## config.mk

```make
export PLATFORM = sky130hd
export DESIGN_NAME = addr_dec_pipe
export DESIGN_NICKNAME = d
export VERILOG_FILES = /design/src/rtl/addr_dec_pkg.sv /design/src/rtl/addr_step.sv /design/src/rtl/addr_dec_pipe.sv
export SDC_FILE = /design/constraint.sdc
export NUM_CORES = 1
export LEC_CHECK = 0
export ABC_CLOCK_PERIOD_IN_PS = 3250
export CORE_MARGIN = 4
export CORE_UTILIZATION = 54
export CTS_CLUSTER_SIZE = 30
export DETAILED_ROUTE_END_ITERATION = 10
export PLACE_DENSITY = 0.88
export SLEW_MARGIN = 20
export SYNTH_ARGS = -nofsm -noshare
export SYNTH_HDL_FRONTEND = slang
export SYNTH_SLANG_ARGS = --single-unit
```

## constraint.sdc

```tcl
create_clock -name clk -period 3.25 [get_ports clk]
set_clock_uncertainty 0.2 [all_clocks]
set_input_delay 0.65 -clock clk [delete_from_list [all_inputs] [get_ports clk]]
set_output_delay 0.65 -clock clk [all_outputs]
set_load 0.02 [all_outputs]
```

## src/rtl/addr_dec_pkg.sv

```systemverilog
`default_nettype none
// ============================================================================
// Module      : addr_dec_pkg
// Description : Shared definitions for the XY address-decrement pipeline:
//               direction bit indices for the one-hot out_dir vector and the
//               occupancy encoding of the main/skid storage pair.
// Revision    : 1.0 - initial release
// ============================================================================
package addr_dec_pkg;

    // Bit positions inside the one-hot direction vector {L,S,N,W,E}
    localparam int DIR_E     = 0;
    localparam int DIR_W     = 1;
    localparam int DIR_N     = 2;
    localparam int DIR_S     = 3;
    localparam int DIR_L     = 4;
    localparam int DIR_W_NUM = 5;

    // Occupancy of the main + skid register pair
    typedef enum logic [1:0] {
        EMPTY = 2'd0,
        ONE   = 2'd1,
        FULL  = 2'd2
    } occ_e;

endpackage : addr_dec_pkg
`default_nettype wire

```

## src/rtl/addr_step.sv

```systemverilog
`default_nettype none
// ============================================================================
// Module      : addr_step
// Description : Combinational one-hop step of a single relative address field.
//               Unsigned build: nonzero fields step towards zero by -1.
//               Signed build (ADDR_DEC_SIGNED_EN): two's complement fields
//               step towards zero (-1 if positive, +1 if negative) and the
//               most-negative value is reported as an error.
// Ports       : i_field    - AW-bit relative address
//               o_step_val - field moved one hop towards zero (field if zero)
//               o_nonzero  - field is not zero
//               o_neg      - field is negative (always 0 in unsigned build)
//               o_err      - field is the most-negative value (signed only)
// Macro       : ADDR_DEC_SIGNED_EN
// Revision    : 1.0 - initial release
// ============================================================================
module addr_step #(
    parameter int AW = 8
) (
    input  logic [AW-1:0] i_field,
    output logic [AW-1:0] o_step_val,
    output logic          o_nonzero,
    output logic          o_neg,
    output logic          o_err
);

    localparam logic [AW-1:0] c_one = AW'(1);

`ifdef ADDR_DEC_SIGNED_EN
    // 1 followed by zeros: has no positive counterpart, so it cannot be stepped
    localparam logic [AW-1:0] c_most_neg = {1'b1, {(AW-1){1'b0}}};

    always_comb begin
        o_nonzero  = |i_field;
        o_neg      = i_field[AW-1];
        o_err      = (i_field == c_most_neg);
        o_step_val = i_field;
        if (o_nonzero) begin
            o_step_val = o_neg ? (i_field + c_one) : (i_field - c_one);
        end
    end
`else
    always_comb begin
        o_nonzero  = |i_field;
        o_neg      = 1'b0;
        o_err      = 1'b0;
        o_step_val = i_field;
        if (o_nonzero) begin
            o_step_val = i_field - c_one;
        end
    end
`endif

endmodule : addr_step
`default_nettype wire

```

## src/rtl/addr_dec_pipe.sv

```systemverilog
`default_nettype none
// ============================================================================
// Module      : addr_dec_pipe
// Description : Registered XY-routing step for NoC head flits. Resolves X before
//               Y, emits a one-hot direction {L,S,N,W,E} and the addresses
//               stepped by one hop. Valid/ready on both sides with a 2-entry
//               (main + skid) buffer, so in_rdy is a flop and throughput is one
//               flit per cycle.
// Ports       : clk, rst_n (synchronous, active-low)
//               in_vld/in_rdy, in_xa, in_ya, in_data   - upstream flit
//               out_vld/out_rdy, out_xa, out_ya,
//               out_data, out_dir, out_err             - downstream flit
// Macro       : ADDR_DEC_SIGNED_EN - two's complement addresses, W/S
//               directions and out_err; undefined gives unsigned E/N/L only.
// Revision    : 1.0 - initial release
// ============================================================================
module addr_dec_pipe
    import addr_dec_pkg::*;
#(
    parameter int AW = 8,
    parameter int DW = 32
) (
    input  logic                 clk,
    input  logic                 rst_n,
    input  logic                 in_vld,
    output logic                 in_rdy,
    input  logic [AW-1:0]        in_xa,
    input  logic [AW-1:0]        in_ya,
    input  logic [DW-1:0]        in_data,
    output logic                 out_vld,
    input  logic                 out_rdy,
    output logic [AW-1:0]        out_xa,
    output logic [AW-1:0]        out_ya,
    output logic [DW-1:0]        out_data,
    output logic [DIR_W_NUM-1:0] out_dir,
    output logic                 out_err
);

    // ------------------------------------------------------------------
    // Per-dimension step
    // ------------------------------------------------------------------
    logic [AW-1:0] w_x_step, w_y_step;
    logic          w_x_nz, w_y_nz, w_x_neg, w_y_neg, w_x_err, w_y_err;

    addr_step #(.AW(AW)) u_step_x (
        .i_field    (in_xa),
        .o_step_val (w_x_step),
        .o_nonzero  (w_x_nz),
        .o_neg      (w_x_neg),
        .o_err      (w_x_err)
    );

    addr_step #(.AW(AW)) u_step_y (
        .i_field    (in_ya),
        .o_step_val (w_y_step),
        .o_nonzero  (w_y_nz),
        .o_neg      (w_y_neg),
        .o_err      (w_y_err)
    );

    // X-before-Y priority. An unrepresentable field forces a local delivery
    // with the addresses untouched so the error is handled at this node.
    // In the unsigned build neg/err are constant 0, leaving W/S/err tied off.
    logic [AW-1:0]        w_xa_nxt, w_ya_nxt;
    logic [DIR_W_NUM-1:0] w_dir_nxt;
    logic                 w_err_nxt;

    always_comb begin
        w_xa_nxt  = in_xa;
        w_ya_nxt  = in_ya;
        w_dir_nxt = '0;
        w_err_nxt = 1'b0;
        if (w_x_err || w_y_err) begin
            w_err_nxt        = 1'b1;
            w_dir_nxt[DIR_L] = 1'b1;
        end else if (w_x_nz) begin
            w_xa_nxt = w_x_step;
            if (w_x_neg) w_dir_nxt[DIR_W] = 1'b1;
            else         w_dir_nxt[DIR_E] = 1'b1;
        end else if (w_y_nz) begin
            w_ya_nxt = w_y_step;
            if (w_y_neg) w_dir_nxt[DIR_S] = 1'b1;
            else         w_dir_nxt[DIR_N] = 1'b1;
        end else begin
            w_dir_nxt[DIR_L] = 1'b1;
        end
    end

    // ------------------------------------------------------------------
    // Occupancy FSM
    // ------------------------------------------------------------------
    occ_e r_state, w_state_nxt;
    logic r_in_rdy;
    logic w_accept, w_issue;
    logic w_ld_main_in, w_ld_main_skid, w_ld_skid;

    assign out_vld  = (r_state != EMPTY);
    assign in_rdy   = r_in_rdy;
    assign w_accept = in_vld & r_in_rdy;
    assign w_issue  = out_vld & out_rdy;

    always_ff @(posedge clk) begin
        if (!rst_n) begin
            r_state  <= EMPTY;
            r_in_rdy <= 1'b1;
        end else begin
            r_state  <= w_state_nxt;
            r_in_rdy <= (w_state_nxt != FULL);
        end
    end

    always_comb begin
        w_state_nxt    = r_state;
        w_ld_main_in   = 1'b0;
        w_ld_main_skid = 1'b0;
        w_ld_skid      = 1'b0;
        case (r_state)
            EMPTY: begin
                if (w_accept) begin
                    w_state_nxt  = ONE;
                    w_ld_main_in = 1'b1;
                end
            end
            ONE: begin
                if (w_accept && !w_issue) begin
                    w_state_nxt = FULL;
                    w_ld_skid   = 1'b1;
                end else if (w_issue && !w_accept) begin
                    w_state_nxt = EMPTY;
                end else if (w_issue && w_accept) begin
                    w_ld_main_in = 1'b1;
                end
            end
            FULL: begin
                // in_rdy is low here, so only the drain side can move
                if (w_issue) begin
                    w_state_nxt    = ONE;
                    w_ld_main_skid = 1'b1;
                end
            end
            default: begin
                w_state_nxt = EMPTY;
            end
        endcase
    end

    // ------------------------------------------------------------------
    // Main (output) and skid entries
    // ------------------------------------------------------------------
    logic [AW-1:0]        r_main_xa, r_main_ya, r_skid_xa, r_skid_ya;
    logic [DW-1:0]        r_main_data, r_skid_data;
    logic [DIR_W_NUM-1:0] r_main_dir, r_skid_dir;
    logic                 r_main_err, r_skid_err;

    always_ff @(posedge clk) begin
        if (!rst_n) begin
            r_main_xa   <= '0;
            r_main_ya   <= '0;
            r_main_data <= '0;
            r_main_dir  <= '0;
            r_main_err  <= 1'b0;
            r_skid_xa   <= '0;
            r_skid_ya   <= '0;
            r_skid_data <= '0;
            r_skid_dir  <= '0;
            r_skid_err  <= 1'b0;
        end else begin
            if (w_ld_main_in) begin
                r_main_xa   <= w_xa_nxt;
                r_main_ya   <= w_ya_nxt;
                r_main_data <= in_data;
                r_main_dir  <= w_dir_nxt;
                r_main_err  <= w_err_nxt;
            end else if (w_ld_main_skid) begin
                r_main_xa   <= r_skid_xa;
                r_main_ya   <= r_skid_ya;
                r_main_data <= r_skid_data;
                r_main_dir  <= r_skid_dir;
                r_main_err  <= r_skid_err;
            end
            if (w_ld_skid) begin
                r_skid_xa   <= w_xa_nxt;
                r_skid_ya   <= w_ya_nxt;
                r_skid_data <= in_data;
                r_skid_dir  <= w_dir_nxt;
                r_skid_err  <= w_err_nxt;
            end
        end
    end

    assign out_xa   = r_main_xa;
    assign out_ya   = r_main_ya;
    assign out_data = r_main_data;
    assign out_dir  = r_main_dir;
    assign out_err  = r_main_err;

endmodule : addr_dec_pipe
`default_nettype wire

```

Yosys cells after proc, flatten, opt, wreduce, memory -nomap -nowiden
Index checks and enable logic that the tools add are counted.
W data, S select, Z words.
{"block": "word_totals", "wordCells": 56, "ff_bits": 109, "in_bits": 52, "out_inout_bits": 56}
{"block": "classes", "n_reduce_logical": 10, "add_sub_neg": 2, "n_eq_ne": 3, "n_mux": 29, "n_bitwise": 2}
{"operator": "$mux W32", "count": 2}
{"operator": "$mux W8", "count": 7}
{"operator": "$reduce_or A8 Y1", "count": 2}
{"operator": "$sub A8 B1 Y8 const B", "count": 2}
{"operator": "$mux W1", "count": 11}
{"operator": "$mux W5", "count": 2}
{"operator": "$mux W2", "count": 4}
{"operator": "$pmux W2 S3", "count": 1}
{"operator": "$reduce_bool A2 Y1", "count": 2}
{"operator": "$logic_and A1 B1 Y1", "count": 3}
{"operator": "$mux W3", "count": 1}
{"operator": "$and A1 B1 Y1", "count": 2}
{"operator": "$eq A2 B1 Y1 const B", "count": 1}
{"operator": "$eq A2 B2 Y1 const B", "count": 1}
{"operator": "$logic_not A1 Y1", "count": 2}
{"operator": "$logic_not A2 Y1", "count": 1}
{"operator": "$ne A2 B2 Y1 const B", "count": 1}
{"operator": "$pmux W1 S2", "count": 1}

Depth between registers and ports, before layout
{"block": "logic_depth", "word_depth": 8, "depth_mapped": 7, "ltp_nobuf": 6}

Cells and area by module
A second synthesis with hierarchy kept.
{"block": "unflattened", "hier_cells": 589, "hier_area_um2": 4978.5}
{"module": "addr_dec_pipe", "n_inst": 1, "cells_per_inst": 527, "area_each_um2": 4545.6}
{"module": "addr_step", "n_inst": 2, "cells_per_inst": 31, "area_each_um2": 216.5}

Least setup slack after synthesis
OpenSTA, ideal clock, no wires.
{"block": "synth_timing", "kind": "input to register", "startpoint": "input in_xa[0]", "endpoint": "register r_main_ya[1] (netlist: out_ya[1])", "cell_stages": 7, "t_arrival_ps": 2040, "setup_ps": 122, "t_required_ps": 2928, "setup_slack_ps": 888, "cell_sequence": "inv_1 ha_1 or3b_2 nor2_1 buf_4 a21oi_1 o311a_1"}
{"block": "synth_via", "elab_chain_len": 3}
{"item": "from (decl)", "line": "addr_dec_pipe.sv:27", "text": "input logic [AW-1:0] in_xa,"}
{"item": "$reduce_or A8 Y1", "line": "addr_step.sv:44", "text": "o_nonzero = |i_field;"}
{"item": "$mux W8", "line": "addr_dec_pipe.sv:76", "text": "end else if (w_x_nz) begin"}
{"item": "$mux W8", "line": "addr_dec_pipe.sv:168", "text": "if (w_ld_main_in) begin"}
{"item": "to (signal assigned)", "line": "addr_dec_pipe.sv:170", "text": "r_main_ya <= w_ya_nxt;"}
{"item": "to (signal assigned)", "line": "addr_dec_pipe.sv:176", "text": "r_main_ya <= r_skid_ya;"}
{"item": "to (decl)", "line": "addr_dec_pipe.sv:150", "text": "logic [AW-1:0] r_main_xa, r_main_ya, r_skid_xa, r_skid_ya;"}
No other way between the ends.
A chain may end at the register's enable or synchronous reset.

Worst setup path after layout
Same ends and word-level chain as after synthesis.

==> run metrics <==
Max Buffers Root-to-Sink=2; Crit. End Element=flip-flop; Data arrival, critical path=2.67 ns; cell taking the most area after synthesis=dfxtp_1; Finished Layout Cells=772; crit start category=primary input; WHS=between 0.2 and 0.3 ns; Placed Cells=~760; Slew @ Worst Pin=0.7782 ns; final setup vio count=0; clock network latency to the later pin of the worst-skew pair=0.37 ns; slowest stage delay, CP=0.55 ns; status=completed; htree depth=3; Setup Buffers After CTS=0; synthesis-to-layout area growth=30.05%; grt ovf=0; worst path cell trace=clkdlybuf4s50_1 > inv_1 > ha_1 > or3b_2 > nor2_1 > buf_4 > a21oi_1 > o311a_1; Antenna Cells=0; syn avg cell area=approximately 8.0 sq um; Tmin final=2.611 ns; Achievable Freq=0.3830 GHz; PnR worst setup slack=0.6392 ns; Top Ports=108; clock group share of total power=29.7%; Max IR drop VDD=0.2221 mV; Worst Hold Class=reg -> reg; Slew HR=47.99%; final instance area=0.005951 sq mm; Switching Fraction=between 20% and 30%; Final #Nets=717; Max Used Layer=met4; Mapped Cells=574; post-synthesis async set-or-reset flop share=0%; Post-synth EDFFs=0; vias per cell=between 5 and 6; routed wire length on met2=5.815 mm; 1st-pass router iterations=5; Comb power frac=between 10% and 20%; pre-CTS WS=0.3003 ns; final period utilization=between 80% and 90%; Synth cell types=52; CTS tree=yes; DRC=0; max cap viols=0; slowest CP cell=or3b_2; layout cells sized above 1=7.496%; # port buffers=104; Yosys top cell area share=45.94%; num rows=33; vias in the first global route=4370; RSZ-0062 raised after global routing=false; Final Hold Violating Endpoints=0; Hold Buf Count CTS=0; Synth Warn #=0; Post-Place Cell Area=0.005743 sq mm; commonest non-fill, non-tap cell in the layout=nand2_1; Die X=roughly 100 um; via count=4533; clk slew on worst S/H paths=0.10 ns; post-CTS sizing=0; root buf cell=clkbuf_8; DR iter-0 viols=just over 300; Avg WL per Cell=15.77 um; All-Layer GR Usage=24.48%; most frequent cells in the layout=162 x nand2_1, 105 x dfxtp_1, 104 x clkdlybuf4s50_1; P per Cell Area=466.5 mW/mm^2; Yosys reg bits=105; Synth Cell Area=0.004576 sq mm; Data required, critical path=3.31 ns; Num CTS Buffers=9; Psw=0.7930 mW; critical path type=in -> reg; initial antenna violation count=0; largest net degree at the start of global routing=58; Internal Power=slightly below 2 mW; total core area=a little over 0.008 sq mm; DP HPWL=8.248 mm; Synth Flop Type=dfxtp_1; Leak=around 2.1 nW; initial core utilization=a little under three fifths; Post-DRT Antenna Nets=0; WL final=12.18 mm; first-pass GRT wire length=20.40 mm; Final TNS setup=0 ns; Final Max Tran Viols=0; met3 WL=959 um; CTS Sinks=105; Die Y=100.1 um; CP max FO=11; die area=~0.01 sq mm; met1 wire length=5.240 mm; RePlAce Congestion=0.8870; synth top area cells=dfxtp_1 46%, nand2_1 13%, a311oi_1 7.5%, a21oi_1 6.0%, nor2_1 3.6%; sequential fraction of design power=50.9%; sequential fraction of the synthesis area=45.94%
layout make-up:
type	instances	area, sq um
clock buffers	10	127.6
repair buffers	121	1206
multi-input cells	418	2277
well taps	105	131.4
inverters	7	26.28
fillers	616	2266
clock inverters	6	80.08
flip-flops and latches	105	2102
worst paths after layout:
path,start,slack (ns),depth (start not counted),to
setup / recovery,in_xa[0],0.64,8,out_ya[1]
hold / removal,r_skid_data[27],0.26,2,r_skid_data[27]
setup reg to reg,r_state[0],1.14,4,out_data[27]
hold reg to reg,r_skid_data[27],0.26,2,r_skid_data[27]
critical path: cells and delay by family:
family	cells	cell delay, ns
buf+inv	3	0.73
fa+ha+maj	1	0.22
compound gates	2	0.41
simple gates	2	0.67
metrics by stage:
| step | power [mW] | utilization (%) |
|---|---|---|
| after floorplan | 1.708 | - |
| after global placement | 1.957 | 69.89 |
| after detailed placement | 1.974 | 69.89 |
| after CTS | 2.779 | 72.42 |
| after global routing | 2.884 | 72.42 |
| final | 2.776 | 72.42 |
cells in the mapped netlist (2+ instances only):
library cell,instances
and3_1,4
ha_1,3
nor4_2,2
a211oi_1,7
o21a_1,3
buf_4,4
a311oi_1,39
o21ai_1,2
o211a_1,4
o21ai_0,16
a21oi_1,55
xor2_1,3
nand4_1,3
nand2_1,163
nand3b_1,2
nor3_1,4
o311ai_0,2
clkbuf_1,41
and3b_1,2
a31oi_1,3
or3_1,2
nand2b_1,5
mux2i_1,4
mux2_2,2
a221oi_1,4
nor2_1,44
dfxtp_1,105
nand3_1,14
inv_1,6
nor2b_1,2
o211ai_1,3
metal layers:
layer,vias to the layer above,GRT usage [%]
met1,2140,31.83
met2,193,41.61
met5,-,0
li1,2179,-
met4,0,7.150
met3,21,4.587
sequential cells by signal, indices dropped and copies added, names as in the netlist:
register     flops
out_data        32
r_skid_data     32
out_xa           8
out_ya           8
r_skid_xa        8
r_skid_ya        8
out_dir          3
r_skid_dir       3
r_state          2
in_rdy           1
power groups by stage:
stage	clock, mW	combinational [mW]	sequential (mW)
4_1_cts	0.829	0.537	1.41
6_report	0.824	0.538	1.41
2_1_floorplan	0	0.202	1.51
3_5_place_dp	0	0.532	1.44
3_3_place_gp	0	0.519	1.44
5_1_grt	0.881	0.580	1.42
cell families after synthesis:
| family | after synthesis | share of synthesized area [%] |
|---|---|---|
| simple gates | 259 | 25.18 |
| fa+ha+maj | 3 | 0.8204 |
| flops | 105 | 45.94 |
| compound gates | 143 | 21.14 |
| mux | 6 | 1.367 |
| xor+xnor | 4 | 0.7658 |
| buf+inv | 53 | 4.703 |
| other cells | 1 | 0.08196 |
No activity file was read; power rests on OpenSTA's default activity.
